File: src/rtl/video_pattern_source.sv
// Avalon-ST style RGB444 test-frame source. Emits one pixel per accepted
// transfer with startofpacket/endofpacket framing, honours ready
// backpressure and idles for a fixed gap between frames.
module video_pattern_source #(
  parameter int unsigned IMG_WIDTH  = 320,
  parameter int unsigned IMG_LENGTH = 240,
  parameter int unsigned GAP_CYCLES = 4
) (
  input  logic        clk,
  input  logic        reset_n,
  input  logic        enable,
  input  logic [1:0]  pattern_sel,
  input  logic        ready,
  output logic        valid,
  output logic        startofpacket,
  output logic        endofpacket,
  output logic [11:0] data,
  output logic        frame_done,
  output logic [15:0] frame_count
);

  // Colour bars need a non-zero divisor even for tiny test frames.
  localparam int unsigned BarWidth = (IMG_WIDTH / 8 == 0) ? 1 : IMG_WIDTH / 8;
  // The gap counter is loaded on the EOP edge, so it counts GAP_CYCLES-1 down to 0.
  localparam int unsigned GapLoad  = (GAP_CYCLES == 0) ? 0 : GAP_CYCLES - 1;

  localparam logic [15:0] XLast    = 16'(IMG_WIDTH - 1);
  localparam logic [15:0] YLast    = 16'(IMG_LENGTH - 1);
  localparam logic [15:0] GapInit  = 16'(GapLoad);
  localparam logic [8:0]  BarDiv   = 9'(BarWidth);
  localparam logic        OnePixel = (IMG_WIDTH == 1) && (IMG_LENGTH == 1);

  typedef enum logic [1:0] {
    StIdle,
    StStream,
    StGap
  } state_e;

  state_e      state_q;
  logic [1:0]  pat_q;
  logic [15:0] x_q;
  logic [15:0] y_q;
  logic [15:0] gap_q;
  logic        valid_q;
  logic        sop_q;
  logic        eop_q;
  logic        done_q;
  logic [11:0] data_q;
  logic [15:0] frame_count_q;

  logic [15:0] x_nxt;
  logic [15:0] y_nxt;
  logic        last_x;
  logic        last_pix;
  logic        xfer;
  logic        start;
  logic [11:0] pix_nxt;
  logic [11:0] pix_first;

  // Pixel value as a function of pattern, 9-bit x and bit 3 of y.
  function automatic logic [11:0] pixel(input logic [1:0] pat, input logic [8:0] x,
                                        input logic y3);
    logic [2:0]  bar;
    logic [3:0]  lvl;
    logic [11:0] p;
    bar = 3'(x / BarDiv);
    lvl = x[8:5];
    case (pat)
      2'd0:    p = 12'h56A;
      2'd1:    p = {{4{bar[2]}}, {4{bar[1]}}, {4{bar[0]}}};
      2'd2:    p = {lvl, lvl, lvl};
      default: p = (x[3] ^ y3) ? 12'hFFF : 12'h000;
    endcase
    return p;
  endfunction

  // Next raster position and the pixel that will be presented there.
  always_comb begin
    last_x    = (x_q == XLast);
    last_pix  = last_x && (y_q == YLast);
    x_nxt     = last_x ? 16'd0 : x_q + 16'd1;
    y_nxt     = last_x ? y_q + 16'd1 : y_q;
    xfer      = valid_q && ready;
    pix_nxt   = pixel(pat_q, x_nxt[8:0], y_nxt[3]);
    pix_first = pixel(pattern_sel, 9'd0, 1'b0);
    start     = enable && ((state_q == StIdle) || ((state_q == StGap) && (gap_q == 16'd0)));
  end

  // Frame FSM; every output is a register updated here.
  always_ff @(posedge clk or negedge reset_n) begin
    if (!reset_n) begin
      state_q       <= StIdle;
      pat_q         <= 2'd0;
      x_q           <= 16'd0;
      y_q           <= 16'd0;
      gap_q         <= 16'd0;
      valid_q       <= 1'b0;
      sop_q         <= 1'b0;
      eop_q         <= 1'b0;
      done_q        <= 1'b0;
      data_q        <= 12'd0;
      frame_count_q <= 16'd0;
    end else begin
      done_q <= 1'b0;
      case (state_q)
        StIdle, StGap: begin
          if (start) begin
            // Pattern is sampled only here, so mid-frame changes wait for the next frame.
            pat_q   <= pattern_sel;
            x_q     <= 16'd0;
            y_q     <= 16'd0;
            data_q  <= pix_first;
            sop_q   <= 1'b1;
            eop_q   <= OnePixel;
            valid_q <= 1'b1;
            state_q <= StStream;
          end else if (state_q == StGap) begin
            if (gap_q == 16'd0) begin
              state_q <= StIdle;
            end else begin
              gap_q <= gap_q - 16'd1;
            end
          end
        end
        StStream: begin
          // Enable is not looked at here: a started frame always runs to EOP.
          if (xfer) begin
            if (last_pix) begin
              valid_q       <= 1'b0;
              sop_q         <= 1'b0;
              eop_q         <= 1'b0;
              done_q        <= 1'b1;
              frame_count_q <= frame_count_q + 16'd1;
              gap_q         <= GapInit;
              state_q       <= StGap;
            end else begin
              x_q    <= x_nxt;
              y_q    <= y_nxt;
              data_q <= pix_nxt;
              sop_q  <= 1'b0;
              eop_q  <= (x_nxt == XLast) && (y_nxt == YLast);
            end
          end
        end
        default: state_q <= StIdle;
      endcase
    end
  end

  assign valid         = valid_q;
  assign startofpacket = sop_q;
  assign endofpacket   = eop_q;
  assign data          = data_q;
  assign frame_done    = done_q;
  assign frame_count   = frame_count_q;

endmodule

File: config.mk
export PLATFORM = sky130hd
export DESIGN_NAME = video_pattern_source
export DESIGN_NICKNAME = d
export VERILOG_FILES = /design/src/rtl/video_pattern_source.sv
export SDC_FILE = /design/constraint.sdc
export NUM_CORES = 1
export LEC_CHECK = 0
export ABC_AREA = 1
export CORE_ASPECT_RATIO = 0.5
export CORE_UTILIZATION = 55
export DETAILED_ROUTE_END_ITERATION = 7
export GPL_TIMING_DRIVEN = 0
export PLACE_DENSITY = 0.76
export SYNTH_ARGS = -nofsm -noshare
export SYNTH_HDL_FRONTEND = slang
export SYNTH_SLANG_ARGS = --single-unit
File: constraint.sdc
create_clock -name clk -period 4.6 [get_ports clk]
set_clock_uncertainty 0.05 [all_clocks]
set_input_delay 0.46 -clock clk [delete_from_list [all_inputs] [get_ports clk]]
set_output_delay 0.46 -clock clk [all_outputs]
set_load 0.1 [all_outputs]
**After elaboration in Yosys (flattened, before gate mapping)**

Cells that the tools add are included.

- $add $sub $neg: 4
- $mul: 0
- Div/mod/pow operators: 1
- Order comparisons: 0
- Equality and inequality tests: 17
- Shift-type cells: 0
- Mux-type cells: 41
- Bitwise gates (word level): 1
- Reduce and logical (&&, ||, !) cells: 19

Operator list:

| cell | count |
|---|---|
| $mux 16 | 12 |
| $pmux 16 s2 | 3 |
| $add 16x1->16 const B | 3 |
| $mux 12 | 4 |
| $pmux 12 s3 | 1 |
| $eq 16x8->1 const B | 2 |
| $eq 16x9->1 const B | 2 |
| $pmux 12 s2 | 1 |
| $logic_not 16->1 | 1 |
| $sub 16x1->16 const B | 1 |
| $ne 2x2->1 const B | 7 |
| $reduce_and 4->1 | 3 |
| $mux 11 | 1 |
| $mux 1 | 10 |
| $mux 2 | 5 |
| $div 9x6->9 const B | 1 |
| $logic_not 2->1 | 3 |
| $ne 3x3->1 const B | 2 |
| $pmux 1 s2 | 3 |
| $reduce_and 3->1 | 2 |
| $reduce_and 6->1 | 1 |
| $logic_and 1x1->1 | 5 |
| $eq 2x1->1 const B | 2 |
| $eq 2x2->1 const B | 2 |
| 6 further kinds | 6 |

- Flip-flop bits (word level): 84
- Latch bits: 0
- Memory bits (writable): 0
- Bits in read-only memories: 0
- Bits of input ports: 6
- Output and inout port bits: 32
- Logic and storage cells: 94
- Memories kept: 0

**Logic depth before layout (Yosys ltp)**

Gate-level depths: netlist (run 1).

- Depth after elaboration: 8
- Gate-level depth with buffers: 22

**Worst setup path before layout (run 1)**

Ideal clock, no wire load.

- Kind: register -> register
- Start point: reg valid_q, in the netlist valid
- End point: reg gap_q[11]
- Setup time: 0.148 ns
- Data arrival time: 2.486 ns
- Required time: 4.402 ns
- Slack: 1.915 ns
- Stages on the path, launching flop included: 12
- Path buffers: 0
- Cells stage by stage: dfrtp_1 > nand2_1 > nor4_4 > nor2_4 > clkinv_2 > nand3b_4 > nor2_4 > nand2_4 > nor2_8 > nand2_1 > nand2_1 > a21oi_1

- Cells in the longest elaborated chain, start to end: 3

RTL lines:

| element | RTL line | source |
|---|---|---|
| start: declaration | 44 | `logic valid_q;` |
| start signal: assignment | 97 | `valid_q <= 1'b0;` |
| start signal: assignment | 115 | `valid_q <= 1'b1;` |
| start signal: assignment | 129 | `valid_q <= 1'b0;` |
| $logic_and 1x1->1 | 83 | `xfer = valid_q && ready;` |
| $ne 2x2->1 (no line) | - |  |
| $reduce_and 6->1 (no line) | - |  |
| end signal: assignment | 121 | `gap_q <= gap_q - 16'd1;` |
| end signal: assignment | 134 | `gap_q <= GapInit;` |
| end: declaration | 43 | `logic [15:0] gap_q;` |

Every way passes these cells.
A chain may end at the register's enable or synchronous reset.

**Worst setup path in the final report (run 1)**

- Start point: reg x_q[1]
- End point: reg data_q[1], in the netlist data[1]

- Cells in the longest elaborated chain, start to end: 8
- Elaborated cells on any way between the ends: 14

RTL lines:

| element | RTL line | source |
|---|---|---|
| start: declaration | 41 | `logic [15:0] x_q;` |
| start signal: assignment | 137 | `x_q <= x_nxt;` |
| parallel branches: the longest is 8 deep, another holds $add 16x1->16 | - |  |
| end signal: assignment | 112 | `data_q <= pix_first;` |
| end signal: assignment | 139 | `data_q <= pix_nxt;` |
| end: declaration | 48 | `logic [11:0] data_q;` |

Several ways; the timed one is not identified. The select of a mux whose other input is x is not followed.

==> impl_metrics.toml, run 1 <==
[sta]
rsz0062_at_grt = "false"
finalCritPeriodShare = 0.646
max-slew-margin-rel = 0.321
hold_viol_final = 0
whs_ps = 20.8
slew_violations = 0
setup_viol = 0
worst_slack_ps = 1630
fin_crit_ps = 2970
timing.fmax_mhz = 337
tightest_slew_ps = 1020

[cts]
numClockSinks = 84
cts_resized = 0
cts_tree = "done"
post_cts_buffers = 0
clkLatencyLatePin_ps = 340
cts.path.max_buffers = 2
clock-root-buffer = "clkbuf_16"
htreeDepth = 3
ctsHoldBuffers = 0
clk_pin_slew_ps = 60
cts_made_buffers = 9

[critical_path]
slowest_delay_ps = 390
worst-endpoint-arrival_ps = 3180
critPathLaunchType = "flop"
worst-path-max-fanout = 8
crit_family = "simple AND/OR/NAND/NOR gates"
cp.required_ps = 4810
endpoint_kind = "flop"
path_cells = "ha_1 > nand3_1 > nor2_1 > nand3_1 > nand2_1 > nand3_2 > nand2_1 > nand2_2 > o21ai_0 > nand2_1 > nand2_1 > nand2_1 > nand2_1 > nand2_1 > nand2_1 > nand2_1 > a21oi_1"
path_class = "flop to flop"
crit_buf_inv = 0
cp_common_cell = "nand2_1"
cpMaxStageDelayCell = "dfrtp_1"

[grt]
grtUsageTotal = 0.268
grt_pass1_wl_um = 18600
grt_pass1_vias = 3946
grt-ovfl-total = 0
antenna_found_initial = 0
grt_start_max_net_pins = 53

[floorplanning]
dieArea_mm2 = 0.00907
num_io_pins = 38
die_h_um = 67.9
start_util = 0.582
die_x_um = 134
core_area_mm2 = 0.00820
num_rows = 23

[layout]
final_nets = 653
drive_gt1_frac = 0.104
syn2layout_area_growth_pct = 17.8
antennaDiodeCount = 0

[logic_synthesis]
ys_ff_latch = 84
postSynthCellCount = 593
syn_area_mm2 = 0.00477
syn_avg_cell_area_um2 = 8.04
synth.yosys.seq_area_share = 0.441
yosysUniqueCellTypes = 43
synthesis.nets = 604
yosys_warnings = 0

[job]
max-cap-violations = 0

[detailed_routing]
via_per_inst = 5.50
wirelength_um = 11200
first_pass_iters = 5
vias = 4167
antenna_left = 0
drc = 0
first_iter_violations = 286
wl_per_cell_um = 14.7

[worst_hold_path]
min_path_type = "primary input to async pin"

[placed_design]
place_ws_ps = 1700
io_buffer_count = 37
dpl.hpwl_um = 8050
place_congestion = 0.933

[power]
power.density_mw_per_mm2 = 273
ir_drop_v = 0.000243
leakage_nw = 2.80

[outcome]
outcome = "finished clean"
## worst reg2reg max path, stage by stage, from the launching register on
cell and delay, ps:
dfrtp_1 390, ha_1 210, nand3_1 160, nor2_1 140, nand3_1 320, nand2_1 390
nand3_2 120, nand2_1 110, nand2_2 90, o21ai_0 240, nand2_1 120, nand2_1 70
nand2_1 40, nand2_1 50, nand2_1 110, nand2_1 90, nand2_1 50, a21oi_1 130
## cell families (layout without fill, tap and decap cells)
| kind of cell | after synthesis | in the layout | share of synthesized area |
|---|---|---|---|
| AND/OR/NAND/NOR | 298 | 298 | 0.309 |
| AO/OA/AOI/OAI | 90 | 90 | 0.106 |
| flip-flops | 84 | 84 | 0.441 |
| buffers and inverters | 80 | 133 | 0.0651 |
| XOR/XNOR | 36 | 36 | 0.0661 |
| adder cells (fa/ha/maj) | 5 | 5 | 0.0131 |
## sequential cells by signal (all words and copies together) (netlist names)
name and flops:
pat_q 2, x_q 16, valid 1, data 12
y_q 16, gap_q 16, frame_count 16, state_q 2
endofpacket 1, frame_done 1, startofpacket 1
## metrics by stage
stage               TNS (ps)  std cells  total power [mW]  utilization  cell area (um2)
CTS                        0        758              1.55        0.685             5620
global placement       -5620        742             0.772        0.644             5280
floorplan                  0        593             0.753            -             4770
finish                     0        758              1.53        0.685             5620
global route               0        758              1.58        0.685             5620
detailed placement         0        743             0.775        0.647             5310
## metal layers
metal  part of all wire  vias up  GRT usage
li1                   -     2063          -
met1               0.48     1993      0.350
met2               0.45       99      0.452
met3              0.054       12     0.0674
met4             0.0086        0     0.0739
met5                  0        -          0
## final cells by class
| type | instances | area [um2] |
|---|---|---|
| tap | 112 | 140 |
| multi-input combinational | 429 | 2360 |
| sequential | 84 | 2100 |
| timing repair buffer | 38 | 395 |
| inverter | 72 | 274 |
| fill | 700 | 2580 |
| buffer | 8 | 36.3 |
| clock buffer | 9 | 225 |
| clock inverter | 6 | 88.8 |
## path summary, 6_finish.rpt
path	startpoint	endpoint	slack, ps	cells past startpoint
setup / recovery	x_q[1]	data[1]	1630	17
hold / removal	reset_n	gap_q[4]	20	1
setup reg to reg	x_q[1]	data[1]	1630	17
hold reg to reg	data[4]	data[4]	430	1
max in group asynchronous	reset_n	frame_count[13]	3860	2
min in group clk	data[4]	data[4]	430	1
## synthesized netlist by cell type, drive strengths merged
library cell | n | share of area
a211oi | 1 | 0.0016
a21o | 1 | 0.0016
a21oi | 23 | 0.026
a22o | 2 | 0.0037
a31oi | 2 | 0.0026
and3 | 1 | 0.0013
and3b | 1 | 0.0018
buf | 5 | 0.0052
clkbuf | 3 | 0.0024
clkinv | 1 | 0.0010
dfrtp | 84 | 0.44
ha | 5 | 0.013
inv | 71 | 0.056
nand2 | 136 | 0.11
nand3 | 31 | 0.037
nand3b | 2 | 0.0058
nand4 | 17 | 0.026
nor2 | 80 | 0.082
nor3 | 13 | 0.015
nor3b | 2 | 0.0031
nor4 | 13 | 0.020
nor4b | 1 | 0.0018
o211ai | 1 | 0.0016
o21ai | 38 | 0.040
o22ai | 20 | 0.026
o31ai | 2 | 0.0031
or2 | 1 | 0.0013
xnor2 | 9 | 0.017
xor2 | 27 | 0.050
## where the power goes
group	internal, mW	switching [mW]	leakage [nW]
Combinational	0.00600	0.0153	1.64
Sequential	0.739	0	1.02
Clock	0.473	0.300	0.148
## cell usage in the layout (no fill, tap or decap), drive strengths merged
cell type      synthesis  final
a211oi                 1      1
a21o                   1      1
a21oi                 23     23
a22o                   2      2
a31oi                  2      2
and3                   1      1
and3b                  1      1
buf                    5      7
bufinv                 0      2
clkbuf                 3     12
clkdlybuf4s50          0     36
clkinv                 1      2
clkinvlp               0      2
dfrtp                 84     84
ha                     5      5
inv                   71     72
nand2                136    136
nand3                 31     31
nand3b                 2      2
nand4                 17     17
nor2                  80     80
nor3                  13     13
nor3b                  2      2
nor4                  13     13
nor4b                  1      1
o211ai                 1      1
o21ai                 38     38
o22ai                 20     20
o31ai                  2      2
or2                    1      1
xnor2                  9      9
xor2                  27     27
Note: power is estimated with default switching activity, not from simulation.
==> inputs of run 2 (changes only) <==
CORE_UTILIZATION = 53   (was 55)
PLACE_DENSITY = 0.77   (was 0.76)
clock period = 2.7 ns   (was 4.6 ns; I/O delays follow)
==> impl_metrics.toml, run 2 (same netlist as run 1, synthesis figures left out) <==
[outcome]
outcome = "finished clean"

[grt]
grt_pass1_wl_um = 18600
antenna_found_initial = 0
grtUsageTotal = 0.255
grt_pass1_vias = 3981
grt-ovfl-total = 0
grt_start_max_net_pins = 70

[critical_path]
path_class = "flop to flop"
slowest_delay_ps = 430
cp_common_cell = "nor2_4"
worst-endpoint-arrival_ps = 2770
path_cells = "inv_2 > nand2_1 > nor2_4 > nand3_2 > nor2_4 > nand2_4 > inv_4 > nand2_1 > nor3_2 > nand2_2 > nor2_4 > nand2_2 > inv_2 > nand4_4 > nor2_4 > nand2_2 > nor2_2 > xor2_1"
endpoint_kind = "flop"
crit_family = "simple AND/OR/NAND/NOR gates"
crit_buf_inv = 3
cpMaxStageDelayCell = "dfrtp_1"
worst-path-max-fanout = 6
cp.required_ps = 2910
critPathLaunchType = "flop"

[power]
ir_drop_v = 0.000284
leakage_nw = 2.96
power_mw = 2.43
power.density_mw_per_mm2 = 401

[floorplanning]
die_h_um = 69.1
start_util = 0.548
dieArea_mm2 = 0.00941
die_x_um = 136
num_io_pins = 38
num_rows = 24
core_area_mm2 = 0.00871

[layout]
final_nets = 680
antennaDiodeCount = 0
drive_gt1_frac = 0.199
final_cell_mix = "117 x nand2_1, 79 x dfrtp_1, 63 x inv_1"
syn2layout_area_growth_pct = 27.2
final_common_cell = "nand2_1"

[cts]
clock-root-buffer = "clkbuf_16"
cts.path.max_buffers = 2
htreeDepth = 3
cts_tree = "done"
clkLatencyLatePin_ps = 340
numClockSinks = 84
clk_pin_slew_ps = 60
cts_made_buffers = 9

[placed_design]
dpl.hpwl_um = 7620
place_congestion = 0.912
io_buffer_count = 37

[sta]
whs_ps = 286
max-slew-margin-rel = 0.342
fin_crit_ps = 2560
tightest_slew_ps = 984
setup_viol = 0
slew_violations = 0
timing.fmax_mhz = 391
rsz0062_at_grt = "true"
hold_viol_final = 0
fin_setup_tns_ps = 0
finalCritPeriodShare = 0.947

[detailed_routing]
wl_per_cell_um = 14.5
wirelength_um = 11400
via_per_inst = 5.42
first_pass_iters = 6
vias = 4284
antenna_left = 0
drc = 0
first_iter_violations = 255

[worst_hold_path]
min_path_type = "primary input to async pin"

[job]
max-cap-violations = 0
-- run 2: cell count changes in the layout (fill, tap and decap cells not counted), moves of 6 or more --
| cell | change |
|---|---|
| nand2_2 | +9 |
| nor2_4 | +9 |
| nand3_1 | -6 |
| nand2_1 | -12 |
| buf_4 | +25 |
| nor2_1 | -11 |
-- run 2: final timing paths --
kind	from	end	slack, ps	depth (start not counted)
worst max-delay path	x_q[10]	frame_count[14]	140	18
worst min-delay path	reset_n	gap_q[0]	290	2
worst max register to register	x_q[10]	frame_count[14]	140	18
worst min register to register	frame_count[15]	frame_count[15]	420	1
max in group asynchronous	reset_n	x_q[11]	1690	3
min in group clk	frame_count[15]	frame_count[15]	420	1
-- run 2: worst reg2reg max path: stages, from the launching register on --
cell	delay (ps)
dfrtp_1	430
inv_2	100
nand2_1	80
nor2_4	140
nand3_2	90
nor2_4	110
nand2_4	100
inv_4	110
nand2_1	70
nor3_2	120
nand2_2	120
nor2_4	170
nand2_2	100
inv_2	80
nand4_4	100
nor2_4	160
nand2_2	90
nor2_2	100
xor2_1	150
-- run 2: repair_timing --
action                                 4_1_cts  5_1_grt
buffers inserted                             5       21
endpoints found under the hold margin       15        0
gates resized for setup                      9       57
hold buffers                                 1        0
pin swaps                                    3       19
setup endpoints to repair                   39       52
-- run 2: layout make-up --
cell class              count  area [um2]
repair buffers             65         613
clock inverters             2        10.0
inverters                  72         274
clock buffers              13         260
well taps                 117         146
multi-input cells         429        2620
plain buffers               8        36.3
flip-flops and latches     84        2110
fillers                   655        2640
-- run 2: layer usage --
layer	share of wire	wire, um	track usage	vias to the layer above
met3	0.061	703	0.0714	22
met5	0	0	0	-
li1	-	-	-	2116
met2	0.48	5440	0.399	128
met1	0.45	5110	0.334	2018
met4	0.017	190	0.100	0
-- run 2: power breakdown --
| part | switching [mW] | total (mW) | internal, mW |
|---|---|---|---|
| logic | 0.0265 | 0.0377 | 0.0112 |
| clock network | 0.472 | 1.14 | 0.665 |
| registers | 0 | 1.26 | 1.26 |
-- run 2: per-stage QoR --
stage | cells | setup slack [ps] | util | area [um2]
2_1_floorplan | 593 | 15.4 | - | 4770
3_3_place_gp | 747 | -1780 | 0.607 | 5290
3_5_place_dp | 748 | -202 | 0.610 | 5310
4_1_cts | 769 | 4.32 | 0.651 | 5670
5_1_grt | 790 | -45.5 | 0.697 | 6070
6_report | 790 | 143 | 0.697 | 6070
==> inputs of run 3 (changes only) <==
ABC_CLOCK_PERIOD_IN_PS = 2700   (was not set)
SKIP_LAST_GASP = 1   (was not set)
==> impl_metrics.toml, run 3 (same netlist as run 1, synthesis figures left out) <==
[cts]
numClockSinks = 84
cts_tree = "done"
htreeDepth = 3
cts_made_buffers = 9
clk_pin_slew_ps = 60
clkLatencyLatePin_ps = 340
clock-root-buffer = "clkbuf_16"
cts.path.max_buffers = 2

[power]
switching_power_mw = 0.499
power_frac_clock = 0.467
pwr-share-comb = 0.015
p_int_mw = 1.94
ir_drop_v = 0.000283
leakage_nw = 2.96
p_seq_frac = 0.517
power_switching_share = 0.205
power_mw = 2.43
power.density_mw_per_mm2 = 401

[grt]
grtUsageTotal = 0.254
antenna_found_initial = 0
grt_start_max_net_pins = 70
grt-ovfl-total = 0
grt_pass1_wl_um = 18500
grt_pass1_vias = 3972

[layout]
drive_gt1_frac = 0.198
filler_cell_count = 657
antennaDiodeCount = 0
syn2layout_area_growth_pct = 27.2
multi_input_area_mm2 = 0.00262
final_cell_mix = "118 x nand2_1, 79 x dfrtp_1, 63 x inv_1"
regArea_mm2 = 0.00211
fin_util = 0.696
final_common_cell = "nand2_1"
final_nets = 680
stdcell_area_mm2 = 0.00606

[detailed_routing]
via_per_inst = 5.42
antenna_left = 0
vias = 4282
first_iter_violations = 254
wl_per_cell_um = 14.4
first_pass_iters = 4
wirelength_um = 11400
drc = 0

[sta]
timing.fmax_mhz = 391
max-slew-margin-rel = 0.342
tightest_slew_ps = 984
fin_crit_ps = 2560
hold_viol_final = 0
rsz0062_at_grt = "true"
setup_viol = 0
whs_ps = 288
finalCritPeriodShare = 0.948
slew_violations = 0
worst_slack_ps = 140

[critical_path]
timing.rr.start = "x_q[10]"
worst-path-max-fanout = 6
r2r_end = "frame_count[14]"
worst-endpoint-arrival_ps = 2770
critPathLaunchType = "flop"
r2r_slack_ps = 140
path_class = "flop to flop"
reg2regPathDepth = 18
cp.required_ps = 2910
endpoint_kind = "flop"

[placed_design]
place_ws_ps = -202
dpl.hpwl_um = 7620
place_congestion = 0.912
io_buffer_count = 37
place_area_mm2 = 0.00531

[floorplanning]
die_h_um = 69.1
die_x_um = 136
core_area_mm2 = 0.00871
num_rows = 24
dieArea_mm2 = 0.00941
start_util = 0.548
num_io_pins = 38

[job]
max-cap-violations = 0

[worst_hold_path]
min_path_type = "primary input to async pin"

[outcome]
outcome = "finished clean"
[run 3: layout make-up]
type / instances / area share
multi-input combinational: 429 / 0.431
timing repair buffer: 65 / 0.101
inverter: 72 / 0.0452
tap: 117 / 0.0241
clock buffer: 13 / 0.0429
sequential: 84 / 0.348
clock inverter: 2 / 0.00165
buffer: 8 / 0.00598
[run 3: critical path, stage by stage (launching register included)]
cell and delay (ps):
dfrtp_1 430, inv_2 100, nand2_1 80, nor2_4 150
nand3_2 90, nor2_4 110, nand2_4 100, inv_4 110
nand2_1 70, nor3_2 120, nand2_2 120, nor2_4 160
nand2_2 100, inv_2 80, nand4_4 100, nor2_4 160
nand2_2 90, nor2_2 100, xor2_1 150
[run 3: worst max-delay path by stage]
stage,from,end,cells after the start
6_report,x_q[10],frame_count[14],18
5_1_grt,x_q[1],data[1],20
4_1_cts,gap_q[6],x_q[9],14
3_5_place_dp,gap_q[6],y_q[4],14
3_3_place_gp,reset_n,data[2],1
2_1_floorplan,valid,gap_q[11],11
[run 3: stage by stage]
step	setup TNS [ps]	instances
2_1_floorplan	0	593
3_3_place_gp	-152390	747
3_5_place_dp	-4130	748
4_1_cts	-132	769
5_1_grt	-228	790
6_report	0	790
[run 3: repair_timing]
| item | in CTS | in global routing |
|---|---|---|
| endpoints found under the hold margin | 15 | 0 |
| gates resized for setup | 7 | 57 |
| pin swaps | 3 | 18 |
| hold buffers | 1 | 0 |
| setup endpoints to repair | 39 | 51 |
| setup buffers | 5 | 21 |
[run 3: power by group through the flow]
stage	clock network, mW	registers, mW	logic [mW]
4_1_cts	1.16	1.26	0.0398
3_5_place_dp	0	1.28	0.0387
6_report	1.14	1.26	0.0374
3_3_place_gp	0	1.28	0.0339
2_1_floorplan	0	1.28	0.0000687
5_1_grt	1.21	1.26	0.0445
[run 3: routing by layer]
metal | track usage | up-vias | part of all wire
met1 | 0.335 | 2023 | 0.45
met5 | 0 | - | 0
met4 | 0.100 | 0 | 0.014
met2 | 0.396 | 127 | 0.48
li1 | - | 2114 | -
met3 | 0.0714 | 18 | 0.059
